File: src/rtl/page_pkg.sv
// Shared constants and slice helper for the page port buffer.
// Latency: none (package only).
// Backpressure: none (package only).
package page_pkg;

   localparam int PAGE_PAYLOAD_BITS = 32;
   localparam int PAGE_DEPTH_BITS   = 3;
   localparam int PAGE_CNT_BITS     = 16;

   // Low bit of channel ch inside a bus that packs channels of `width` bits each.
   function automatic int ch_base(input int ch, input int width);
      return ch * width;
   endfunction

endpackage

File: src/rtl/page_port_fifo.sv
// Single-channel elastic FIFO with synchronous flush and push/pop traffic counters.
// Latency: a word written into an empty FIFO is visible on out_vld/out_data one cycle later.
// Backpressure: in_ack drops when full or flushing, even if a pop happens in the same cycle.
module page_port_fifo
   import page_pkg::*;
#(
   parameter int PAYLOAD_BITS = PAGE_PAYLOAD_BITS,
   parameter int DEPTH_BITS   = PAGE_DEPTH_BITS,
   parameter int CNT_BITS     = PAGE_CNT_BITS
) (
   input  logic                    clk,
   input  logic                    reset,
   input  logic [PAYLOAD_BITS-1:0] in_data,
   input  logic                    in_vld,
   output logic                    in_ack,
   output logic [PAYLOAD_BITS-1:0] out_data,
   output logic                    out_vld,
   input  logic                    out_ack,
   input  logic                    flush,
   output logic [DEPTH_BITS:0]     occupancy,
   output logic [CNT_BITS-1:0]     push_cnt,
   output logic [CNT_BITS-1:0]     pop_cnt
);

   localparam int DEPTH = 1 << DEPTH_BITS;

   logic [PAYLOAD_BITS-1:0] mem [DEPTH];
   logic [DEPTH_BITS-1:0]   wr_ptr;
   logic [DEPTH_BITS-1:0]   rd_ptr;
   logic                    released;
   logic                    full;
   logic                    push;
   logic                    pop;

   // Full is judged on registered occupancy only, so a same-cycle pop never opens a slot.
   assign full     = (occupancy == (DEPTH_BITS + 1)'(DEPTH));
   assign in_ack   = !full && !flush && released;
   assign out_vld  = (occupancy != '0);
   assign push     = in_vld && in_ack;
   // A pop during flush is swallowed by the flush and not counted.
   assign pop      = out_vld && out_ack && !flush;
   // Gate the head word so out_data reads 0 whenever nothing is held, including right after reset.
   assign out_data = out_vld ? mem[rd_ptr] : '0;

   // Storage array: written on accepted push, contents are don't-care until occupancy covers them.
   always_ff @(posedge clk) begin
      if (push) begin
         mem[wr_ptr] <= in_data;
      end
   end

   // Pointers, occupancy, counters and the post-reset release flag.
   always_ff @(posedge clk or negedge reset) begin
      if (!reset) begin
         wr_ptr    <= '0;
         rd_ptr    <= '0;
         occupancy <= '0;
         push_cnt  <= '0;
         pop_cnt   <= '0;
         released  <= 1'b0;
      end else begin
         released <= 1'b1;
         if (flush) begin
            wr_ptr    <= '0;
            rd_ptr    <= '0;
            occupancy <= '0;
         end else begin
            if (push) begin
               wr_ptr <= wr_ptr + 1'b1;
            end
            if (pop) begin
               rd_ptr <= rd_ptr + 1'b1;
            end
            case ({push, pop})
               2'b10:   occupancy <= occupancy + 1'b1;
               2'b01:   occupancy <= occupancy - 1'b1;
               default: occupancy <= occupancy;
            endcase
         end
         // Counters survive flush and wrap silently.
         if (push) begin
            push_cnt <= push_cnt + 1'b1;
         end
         if (pop) begin
            pop_cnt <= pop_cnt + 1'b1;
         end
      end
   end

endmodule

File: src/rtl/page_port_buffer.sv
// Multi-channel elastic buffer between leaf_interface user ports and user_kernel streams.
// Latency: one cycle from accepted push to out_vld per channel, no in-to-out bypass.
// Backpressure: per-channel in_ack low when that channel is full or flushing; channels are independent.
module page_port_buffer
   import page_pkg::*;
#(
   parameter int NUM_CH       = 1,
   parameter int PAYLOAD_BITS = PAGE_PAYLOAD_BITS,
   parameter int DEPTH_BITS   = PAGE_DEPTH_BITS,
   parameter int CNT_BITS     = PAGE_CNT_BITS
) (
   input  logic                             clk,
   input  logic                             reset,
   input  logic [NUM_CH*PAYLOAD_BITS-1:0]   in_data,
   input  logic [NUM_CH-1:0]                in_vld,
   output logic [NUM_CH-1:0]                in_ack,
   output logic [NUM_CH*PAYLOAD_BITS-1:0]   out_data,
   output logic [NUM_CH-1:0]                out_vld,
   input  logic [NUM_CH-1:0]                out_ack,
   input  logic [NUM_CH-1:0]                flush,
   output logic [NUM_CH*(DEPTH_BITS+1)-1:0] occupancy,
   output logic [NUM_CH*CNT_BITS-1:0]       push_cnt,
   output logic [NUM_CH*CNT_BITS-1:0]       pop_cnt
);

   // One independent FIFO per channel; the top only slices the packed buses.
   for (genvar c = 0; c < NUM_CH; c++) begin : g_ch
      page_port_fifo #(
         .PAYLOAD_BITS (PAYLOAD_BITS),
         .DEPTH_BITS   (DEPTH_BITS),
         .CNT_BITS     (CNT_BITS)
      ) u_fifo (
         .clk       (clk),
         .reset     (reset),
         .in_data   (in_data[ch_base(c, PAYLOAD_BITS) +: PAYLOAD_BITS]),
         .in_vld    (in_vld[c]),
         .in_ack    (in_ack[c]),
         .out_data  (out_data[ch_base(c, PAYLOAD_BITS) +: PAYLOAD_BITS]),
         .out_vld   (out_vld[c]),
         .out_ack   (out_ack[c]),
         .flush     (flush[c]),
         .occupancy (occupancy[ch_base(c, DEPTH_BITS + 1) +: DEPTH_BITS + 1]),
         .push_cnt  (push_cnt[ch_base(c, CNT_BITS) +: CNT_BITS]),
         .pop_cnt   (pop_cnt[ch_base(c, CNT_BITS) +: CNT_BITS])
      );
   end

endmodule

File: config.mk
export PLATFORM = sky130hd
export DESIGN_NAME = page_port_buffer
export DESIGN_NICKNAME = d
export VERILOG_FILES = /design/src/rtl/page_pkg.sv /design/src/rtl/page_port_fifo.sv /design/src/rtl/page_port_buffer.sv
export SDC_FILE = /design/constraint.sdc
export NUM_CORES = 1
export LEC_CHECK = 0
export ABC_AREA = 0
export CAP_MARGIN = 20
export CORE_MARGIN = 2
export CORE_UTILIZATION = 40
export CTS_CLUSTER_SIZE = 8
export DETAILED_ROUTE_END_ITERATION = 8
export PLACE_DENSITY = 0.63
export SYNTH_ARGS = -nofsm -noshare
export SYNTH_HDL_FRONTEND = slang
export SYNTH_HIERARCHICAL = 1
export SYNTH_SLANG_ARGS = --single-unit
File: constraint.sdc
create_clock -name clk -period 10.81 [get_ports clk]
set_clock_uncertainty 0.05 [all_clocks]
set_input_delay 2.7025 -clock clk [delete_from_list [all_inputs] [get_ports clk]]
set_output_delay 2.7025 -clock clk [all_outputs]
set_load 0.1 [all_outputs]
==> load_flow_metrics.sql <==
INSERT INTO impl_metrics (metric_group, metric, value, unit) VALUES
('timing', 'layout_worst_path_cycle_share', '69.38', '%'),
('yosys', 'post_synth_xor_area_fraction', '2.731', '%'),
('hold_path', 'hold_path_startpoint', 'g_ch[0].u_fifo/pop_cnt[15]$_DFFE_PN0P_', ''),
('yosys', 'main_area_contributors_after_synthesis', 'sky130_fd_sc_hd__edfxtp_1, sky130_fd_sc_hd__mux4_2, sky130_fd_sc_hd__dfrtp_1, sky130_fd_sc_hd__mux2i_1, sky130_fd_sc_hd__xnor2_1', ''),
('final_layout', 'seqCellArea', '0.008770', 'mm²'),
('timing', 'fin_crit_period', '7.500', 'ns'),
('power', 'seq_power_share', '34.7', '%'),
('route', 'via_count', '5984', ''),
('placed_design', 'dp_cells', '1094', ''),
('yosys', 'synth_largest_type_area_fraction', '64.80', '%'),
('yosys', 'post_synth_num_cell_types', '47', ''),
('route', 'remaining_drc_errors', '0', ''),
('yosys', 'synth_top_family_by_area', 'multiplexers', ''),
('clock_network', 'cts-root-to-sink-buffers', '3', ''),
('yosys', 'netlist_instances', '613', ''),
('yosys', 'yosys-mux-area-fraction', '14.94', '%'),
('clock_network', 'skew_pair_late_insertion_delay', '0.53', 'ns'),
('critical_path', 'max_stage_delay', '1.16', 'ns'),
('critical_path', 'timing.critical_path.from_type', 'input port', ''),
('critical_path', 'total_buffers_and_inverters_traversed_by_the_critical_path', '3', ''),
('critical_path', 'worstReg2RegEnd', 'g_ch[0].u_fifo/occupancy[3]$_DFFE_PN0P_', ''),
('timing', 'slew_viol_final', '0', ''),
('placed_design', 'place.gp.congestion', '0.7423', ''),
('yosys', 'synthesis.area_per_instance', '19.35', 'µm²'),
('yosys', 'synthFlopType', 'sky130_fd_sc_hd__edfxtp_1', ''),
('floorplanning', 'die_w', '176.2', 'µm'),
('grt', 'grt_overflow_total', '0', ''),
('power', 'ir_drop', '0.3079', 'mV'),
('final_layout', 'syn2layout_area_growth', '23.04', '%'),
('floorplanning', 'floorplan.initialDensity', '40.35', '%'),
('grt', 'grt_first_pass_wirelength', '37.32', 'mm'),
('clock_network', 'number_of_cts_inserted_buffers', '43', ''),
('yosys', 'mappedNetlistNets', '656', ''),
('final_layout', 'layout-drive-gt1-share', '19.29', '%'),
('power', 'power.clock.fraction', '29.6', '%'),
('critical_path', 'timing.critical_path.fanout_max', '24', ''),
('run_status', 'outcome', 'complete, no violations', ''),
('power', 'netSwitchingFraction', '39.72', '%'),
('timing', 'max-slew-margin-rel', '31.72', '%'),
('yosys', 'number_of_enable_type_register_cells_in_the_synthesized_netlist', '256', ''),
('grt', 'antenna_found_initial', '2', ''),
('clock_network', 'cts_htree_levels', '2', ''),
('clock_network', 'cts_tree', 'yes', ''),
('yosys', 'synth.yosys.warnings', '6', ''),
('power', 'p_comb_share', '35.7', '%'),
('final_layout', 'multiInputGateArea', '0.003017', 'mm²'),
('critical_path', 'crit_family', 'buffers and inverters', ''),
('critical_path', 'r2r_cells', '8', ''),
('critical_path', 'crit_path_cell_trace', 'clkdlybuf4s50_1 > buf_4 > nor3b_1 > clkdlybuf4s50_1', ''),
('route', 'drt_pass1_iterations', '4', ''),
('critical_path', 'crit_path_frequent_cell', 'sky130_fd_sc_hd__clkdlybuf4s50_1', ''),
('power', 'p_leak', '0.004713', 'µW'),
('timing', 'rsz0062_at_grt', 'no', ''),
('power', 'power.switching', '1553', 'µW'),
('route', 'dr.first_iter.drc_count', '332', ''),
('route', 'postRouteWirelength', '24.39', 'mm'),
('critical_path', 'cp_slowest_cell', 'sky130_fd_sc_hd__clkdlybuf4s50_1', ''),
('grt', 'first_global_vias', '6475', ''),
('yosys', 'synth_seq_cells', '299', ''),
('route', 'wl_per_cell', '21.27', 'µm'),
('timing', 'max_slew.worst_pin.slew', '1.015', 'ns'),
('floorplanning', 'pin_count', '107', ''),
('clock_network', 'post_cts.resized_instances', '0', ''),
('timing', 'final-hold-violation-count', '0', ''),
('final_layout', 'nNetsFinal', '792', ''),
('floorplanning', 'dieHeight', '176.2', 'µm'),
('final_layout', 'finish.cell_count_without_fillers', '1147', ''),
('route', 'vias_per_cell', '5.217', ''),
('critical_path', 'critical_path.reg2reg.startpoint', 'g_ch[0].u_fifo/occupancy[3]$_DFFE_PN0P_', ''),
('yosys', 'async_reset_ff_share', '14.38', '%'),
('floorplanning', 'row_count', '63', '');
## worst register-to-register path, stage by stage (launching register included)
cell	delay, ns
sky130_fd_sc_hd__dfrtp_1	0.60
sky130_fd_sc_hd__nor4b_4	0.67
sky130_fd_sc_hd__nor3_2	0.19
sky130_fd_sc_hd__nor3_1	0.30
sky130_fd_sc_hd__ha_1	0.35
sky130_fd_sc_hd__a31oi_1	0.25
sky130_fd_sc_hd__nor3_1	0.09
sky130_fd_sc_hd__xnor2_1	0.15
sky130_fd_sc_hd__o311ai_0	0.36
## layout make-up
cell class                 count  share of cell area [%]
clock buffer                  48                   7.500
inverter                       3                 0.07714
sequential                   299                   60.08
multi-input combinational    282                   20.67
tap                          390                   3.343
clock inverter                 5                  0.3857
timing repair buffer         120                   7.954
## power groups by stage
| stage | logic [µW] | clock network, µW | registers [µW] |
|---|---|---|---|
| 2_1_floorplan | 947 | 0 | 1490 |
| 6_report | 1390 | 1160 | 1360 |
| 3_3_place_gp | 1400 | 0 | 1370 |
| 3_5_place_dp | 1410 | 0 | 1380 |
| 5_1_grt | 1460 | 1240 | 1360 |
| 4_1_cts | 1410 | 1190 | 1360 |
## registers in the layout, indices dropped and copies added, names as in the netlist
name	cells
g_ch.u_fifo/push_cnt	16
g_ch.u_fifo/released	1
g_ch.u_fifo/occupancy	4
g_ch.u_fifo/wr_ptr	3
g_ch.u_fifo/pop_cnt	16
g_ch.u_fifo/rd_ptr	3
g_ch.u_fifo/mem	256
## how the worst max path moves through the flow
stage | start | endpoint | slack (ns)
6_report | flush | in_ack | 3.31
3_5_place_dp | flush | in_ack | 3.33
2_1_floorplan | flush | in_ack | 2.73
3_3_place_gp | flush | in_ack | 3.32
5_1_grt | flush | in_ack | 3.24
4_1_cts | flush | in_ack | 3.30
## cells by family (layout without fill, tap and decap cells)
group / Yosys count / in the layout
flip-flops: 299 / 299
AND/OR/NAND/NOR: 119 / 119
multiplexers: 97 / 97
XOR/XNOR: 37 / 37
buffers and inverters: 32 / 176
AO/OA/AOI/OAI: 22 / 22
adder cells (fa/ha/maj): 6 / 6
other: 1 / 1
## cells in the final DEF (no fill, tap or decap), types with 6 or more instances in the layout
cell / netlist / layout
sky130_fd_sc_hd__xor2_1: 10 / 10
sky130_fd_sc_hd__buf_4: 1 / 14
sky130_fd_sc_hd__nor2_1: 41 / 40
sky130_fd_sc_hd__edfxtp_1: 256 / 256
sky130_fd_sc_hd__nor3_1: 10 / 7
sky130_fd_sc_hd__clkdlybuf4s50_1: 0 / 105
sky130_fd_sc_hd__nand3_1: 10 / 10
sky130_fd_sc_hd__dfrtp_1: 43 / 40
sky130_fd_sc_hd__clkbuf_16: 0 / 43
sky130_fd_sc_hd__mux4_2: 64 / 64
sky130_fd_sc_hd__mux2i_1: 32 / 32
sky130_fd_sc_hd__xnor2_1: 27 / 27
sky130_fd_sc_hd__nand4_1: 9 / 9
sky130_fd_sc_hd__nand2_1: 21 / 21
sky130_fd_sc_hd__ha_1: 6 / 6
## per-layer routing
| layer | vias to the layer above | share of wire [%] | global-route usage (%) | routed length, µm |
|---|---|---|---|---|
| met4 | 4 | 1.4 | 4.477 | 344 |
| li1 | 2710 | - | - | - |
| met2 | 150 | 51 | 27.19 | 12350 |
| met1 | 3092 | 42 | 20.51 | 10340 |
| met3 | 28 | 5.4 | 3.833 | 1326 |
| met5 | - | 0.11 | 0 | 28 |
## stage by stage
stage	cell area [µm²]	worst slack (ns)	util (%)	total power (µW)	hold slack, ns
after global routing	14600	3.242	49.65	4056	0.4594
after global placement	13450	3.316	45.73	2772	0.4148
final	14600	3.310	49.65	3910	0.4226
after CTS	14600	3.301	49.65	3964	0.4290
after floorplan	11860	2.735	-	2438	0.5354
after detailed placement	13450	3.326	45.73	2786	0.4182
Power figures use the tool's default switching activity.
